$ cat src/rtl/lfsr_gen_sel.sv
// lfsr_gen_sel: Fibonacci LFSR with load, zero-seed recovery and strided output scrambling.
// Optional full-period WRAP pulse is built only when LFSR_GEN_SEL_PERIOD_EN is defined.
module lfsr_gen_sel #(
    parameter int               WIDTH    = 16,
    parameter logic [WIDTH-1:0] TAPS     = 16'h8016,
    parameter logic [WIDTH-1:0] SEED_RST = 16'h0001,
    parameter int               OUTW     = 15,
    parameter int               STRIDE   = 7
) (
    input  logic             TRIG,
    input  logic             RESET,
    input  logic             EN,
    input  logic             LOAD,
    input  logic [WIDTH-1:0] SEED,
    output logic [WIDTH-1:0] STATE,
    output logic [OUTW-1:0]  OUT,
    output logic             LOCKUP,
    output logic             WRAP
);
    logic [WIDTH-1:0] d;
    logic             fb;
    logic             d_zero;
    logic             lockup;

    if (WIDTH < 4 || WIDTH > 32) begin : g_bad_width
        $error("lfsr_gen_sel: WIDTH must be within 4..32");
    end
    if (OUTW < 1 || OUTW > WIDTH) begin : g_bad_outw
        $error("lfsr_gen_sel: OUTW must be within 1..WIDTH");
    end
    if (SEED_RST == '0) begin : g_bad_seed
        $error("lfsr_gen_sel: SEED_RST must be nonzero");
    end

    // feedback bit and all-zero detection from the current register
    always_comb begin
        fb     = ^(d & TAPS);
        d_zero = (d == '0);
    end

    // register update: reset, then load, then step, then hold; zero seeds recover to SEED_RST
    always_ff @(posedge TRIG) begin
        if (!RESET) begin
            d      <= SEED_RST;
            lockup <= 1'b0;
        end else if (LOAD) begin
            d      <= (SEED == '0) ? SEED_RST : SEED;
            lockup <= (SEED == '0);
        end else if (EN) begin
            d      <= d_zero ? SEED_RST : {d[WIDTH-2:0], fb};
            lockup <= d_zero;
        end else begin
            lockup <= 1'b0;
        end
    end

    for (genvar i = 0; i < OUTW; i++) begin : g_out
        localparam int k = (i * STRIDE) % WIDTH;
        assign OUT[i] = d[k];
    end

    assign STATE  = d;
    assign LOCKUP = lockup;

`ifdef LFSR_GEN_SEL_PERIOD_EN
    localparam logic [WIDTH-1:0] LAST = {{(WIDTH-1){1'b1}}, 1'b0};
    logic [WIDTH-1:0] cnt;
    logic             wrap;

    // count accepted steps; pulse wrap on the step that completes the 2^WIDTH-1 period
    always_ff @(posedge TRIG) begin
        if (!RESET || LOAD) begin
            cnt  <= '0;
            wrap <= 1'b0;
        end else if (EN) begin
            cnt  <= (d_zero || cnt == LAST) ? '0 : cnt + 1'b1;
            wrap <= !d_zero && cnt == LAST;
        end else begin
            wrap <= 1'b0;
        end
    end

    assign WRAP = wrap;
`else
    assign WRAP = 1'b0;
`endif
endmodule

$ cat config.mk
export PLATFORM = sky130hd
export DESIGN_NAME = lfsr_gen_sel
export DESIGN_NICKNAME = d
export VERILOG_FILES = /design/src/rtl/lfsr_gen_sel.sv
export SDC_FILE = /design/constraint.sdc
export NUM_CORES = 1
export LEC_CHECK = 0
export ABC_AREA = 1
export BUFFER_PORTS_ARGS = -buffer_cell sky130_fd_sc_hd__buf_4
export CAP_MARGIN = 20
export CORE_MARGIN = 2
export CORE_UTILIZATION = 41
export CTS_BUF_LIST = sky130_fd_sc_hd__clkbuf_4 sky130_fd_sc_hd__clkbuf_8 sky130_fd_sc_hd__clkbuf_16
export CTS_CLUSTER_SIZE = 8
export DETAILED_ROUTE_END_ITERATION = 8
export HOLD_SLACK_MARGIN = 0.08
export PLACE_DENSITY = 0.81
export SYNTH_ARGS = -nofsm -noshare
export SYNTH_HDL_FRONTEND = slang
export SYNTH_SLANG_ARGS = --single-unit
export TNS_END_PERCENT = 1
$ cat constraint.sdc
create_clock -name TRIG -period 0.9 [get_ports TRIG]
set_input_delay 0.18 -clock TRIG [delete_from_list [all_inputs] [get_ports TRIG]]
set_output_delay 0.18 -clock TRIG [all_outputs]
set_load 0.05 [all_outputs]
# Word level (Yosys, flattened, before mapping)
# Cells that the tools add are included.
# totals
register_bits	17
input_bits	20
output_inout_bits	33
wordCells	12
# op_classes
mux	6
n_reduce_logical	4
# ops
op	n
16-bit two-way mux	4
16-bit logical NOT	2
16-bit XOR reduction	1
1-bit two-way mux	2
2-bit nonzero test	1

# Longest topological paths before layout
# logic_depth
depth_word	4
ltp_mapped	8

# Worst setup path before layout
# Ideal clock, no wire load.
# synth_timing
path_type	flip-flop to flip-flop
from	reg d[4] (netlist: STATE[4])
to	reg d[0] (netlist: STATE[0])
setup_ns	0.113
arrival_ns	1.236
required_ns	0.787
slack_ns	-0.449
path_stages_with_launch	8
path_buffers	0
cell_sequence	dfxtp_1 inv_1 nand2_1 nand2_1 nor2_1 nor2_2 nor2_1 nand2_1
# synth_between
elab_chain_cells	4
word_cells_on_any_way	5
classes_between	mux: 3; reduce/logical: 2
# synth_lines
element	line	source
start, declared	20	logic [WIDTH-1:0] d;
start signal, assigned	47	d <= (SEED == '0) ? SEED_RST : SEED;
start signal, assigned	50	d <= d_zero ? SEED_RST : {d[WIDTH-2:0], fb};
16-bit XOR reduction or 16-bit logical NOT (tied branches)	37, 38	
16-bit two-way mux (*)	50	
16-bit two-way mux (*)	49	end else if (EN) begin
16-bit two-way mux (*)	46	end else if (LOAD) begin
# Mark *: on every way between the ends. The rest lies on a longest branch, timed or not. The select of a mux whose other input is x is not followed.
# A chain may end at the register's enable or synchronous reset.

# Worst setup path after layout
# layout_timing
from	reg d[1] (netlist: STATE[1])
to	out OUT[7]
# layout_lines
element	line	source
end, declared	16	output logic [OUTW-1:0] OUT,
# No word-level cell between the ends.

==> impl_metrics.py <==
metrics = {
    "timing": {
        "rsz0062_at_grt": "true",
        "setup_viol": 39,
        "setup_ws_ps": -228,
        "slew_viol_final": 0,
        "final_hold_viol_count": 0,
        "fin_crit_sh": 1.25,
        "min_period_ps": 1130,
        "clock_skew_ps": 2.03,
        "max_freq_mhz": 886,
    },
    "logic_synthesis": {
        "synthTopCellsByArea": "dfxtp_1, nand2_1, buf_4",
        "synth_seq_cells": 17,
        "yosysWarnings": 0,
        "async_reset_ff_frac": 0,
        "syn_area_um2": 1100,
        "synth_most_common_cell": "nand2_1",
        "yosysTopAreaCell": "dfxtp_1",
        "synth_nets": 186,
        "ys_seq_area_frac": 0.311,
        "synth_top_area_frac": 0.311,
        "ys_types": 18,
        "synth_edf_count": 0,
        "synthCells": 166,
        "avgSynthCellArea_um2": 6.60,
        "synth_commonest_cells": "nand2_1, inv_1, nor2_1",
        "synth_top_flop_cell": "dfxtp_1",
    },
    "power": {
        "max-vdd-ir-drop_mv": 1.18,
        "power.density_nw_per_um2": 1220,
        "leakage_uw": 0.00105,
        "finalPower_uw": 2510,
    },
    "clocking": {
        "numCtsBuffers": 3,
        "path_clk_slew_ps": 100,
        "htreeDepth": 1,
        "cts_tree": "done",
        "clockRootBuffer": "clkbuf_4",
        "clk_latency_ps": 300,
        "ctsHoldBuffers": 0,
        "cts_sinks": 17,
        "clockBufferDepth": 2,
    },
    "global_routing": {
        "grt-busiest-layer": "met2",
        "grt_max_degree": 12,
        "grt_pass1_vias": 1269,
        "gr-usage-met3": 0.0302,
        "met1_usage": 0.289,
        "antenna_found_initial": 0,
        "grt_usage": 0.248,
        "grt_pass1_wl_um": 6000,
        "use_met2": 0.461,
        "gr-total-overflow": 0,
    },
    "setup_path": {
        "endpoint_kind": "output port",
        "slowest_delay_ps": 380,
        "start_kind": "register",
        "critical_path_arrival_ps": 950,
        "worstPathCellList": "buf_6 -> buf_8",
        "slowest_stage": "dfxtp_4",
        "required_ps": 720,
        "crit_type": "register to output port",
        "cp_max_fo": 3,
    },
    "routing": {
        "drtIter0Drc": 68,
        "first_pass_iters": 5,
        "num_vias": 1340,
        "vias_per_cell": 5.06,
        "wl_per_cell_um": 14.8,
        "drc_errors": 0,
        "detail-route-antenna-nets": 0,
        "drt-total-wl_um": 3920,
    },
    "floorplan": {
        "fp.dieH_um": 55.7,
        "ios": 53,
        "dieArea_um2": 3100,
        "num_rows": 18,
        "coreArea_um2": 2500,
        "start_util": 0.438,
        "die_w_um": 55.7,
    },
    "place": {
        "gpl.final_weighted_congestion": 0.816,
        "port-buffer-count": 51,
        "dp_slack_ps": -180,
        "dp_hpwl_um": 2400,
    },
    "layout": {
        "syn_to_final_growth_pct": 87.8,
        "num-fill-cells": 150,
        "diodes": 0,
        "nNetsFinal": 256,
        "drive_gt1_frac": 0.574,
    },
    "run": {
        "drv_cap": 0,
    },
    "worst_hold_path": {
        "min-delay-path-class": "input pin to register",
    },
    "outcome": {
        "violations": "negative setup slack",
        "outcome": "complete, but fails checks",
    },
}
layer usage:
metal | wire (µm) | vias to the layer above
met2 | 2150 | 84
met1 | 1410 | 610
met3 | 301 | 9
met4 | 64 | 0
li1 | - | 637
met5 | 0 | -
flip-flops by register name, summed over array words and instances, names as in the netlist:
signal and flops:
LOCKUP 1, STATE 16
cell type report:
type	instances	area (µm²)	share of cell area
timing repair buffer	86	957	0.465
tap	30	37.5	0.0182
multi-input combinational	105	566	0.275
clock buffer	4	30.0	0.0146
inverter	23	86.3	0.0419
sequential	17	382	0.185
critical path: cells and delay by family, from the launching register on:
| kind | cells | cell delay, ps |
|---|---|---|
| buffers and inverters | 2 | 270 |
| flip-flops | 1 | 380 |
cells in the final DEF, fill, tap and decap left out, drive strengths merged:
master	Yosys	routed
a21oi	5	5
nand3	3	3
dfxtp	17	17
buf	21	86
nand2	51	51
a31oi	1	1
conb	1	1
o211ai	2	2
a22oi	10	10
nor2	25	25
clkbuf	0	4
inv	23	23
o21ai	7	7
logic make-up after synthesis:
logic type / Yosys count / share of synthesized area
and+or+nand+nor: 79 / 0.300
other: 1 / 0.00342
buffers and inverters: 44 / 0.234
AOI/OAI and AO/OA: 25 / 0.152
DFF: 17 / 0.311
metrics by stage:
stage               cell area [µm²]  cells  hold WS (ps)  utilization  TNS (ps)
floorplan                      1130    166           278            -      -455
global placement               1600    251           448        0.642     -1060
detailed placement             1600    251           450        0.642     -1380
CTS                            1970    265           139        0.789     -6160
global route                   2060    265           133        0.823     -7980
finish                         2060    265           141        0.823     -6570
power by group:
part           switching, µW  internal [µW]
Sequential              49.4            796
Clock                    269            203
Combinational            661            528
Total                    979           1530
repair_timing:
action / in CTS / in global routing
setup endpoints to repair: 34 / 43
buffers inserted: 10 / 0
pin swaps: 1 / 12
resized for setup: 72 / 27
endpoints found under the hold margin: 0 / 0
worst paths after layout:
path	startpoint	endpoint	slack [ps]	cells past startpoint
worst max register to register	STATE[12]$_SDFFE_PN0P_	STATE[0]$_SDFFE_PN1P_	-210	8
worst max-delay path	STATE[1]$_SDFFE_PN0P_	OUT[7]	-230	2
worst min register to register	STATE[9]$_SDFFE_PN0P_	STATE[10]$_SDFFE_PN0P_	580	4
worst min-delay path	RESET	STATE[5]$_SDFFE_PN0P_	140	3
No activity file was read; power rests on OpenSTA's default activity.
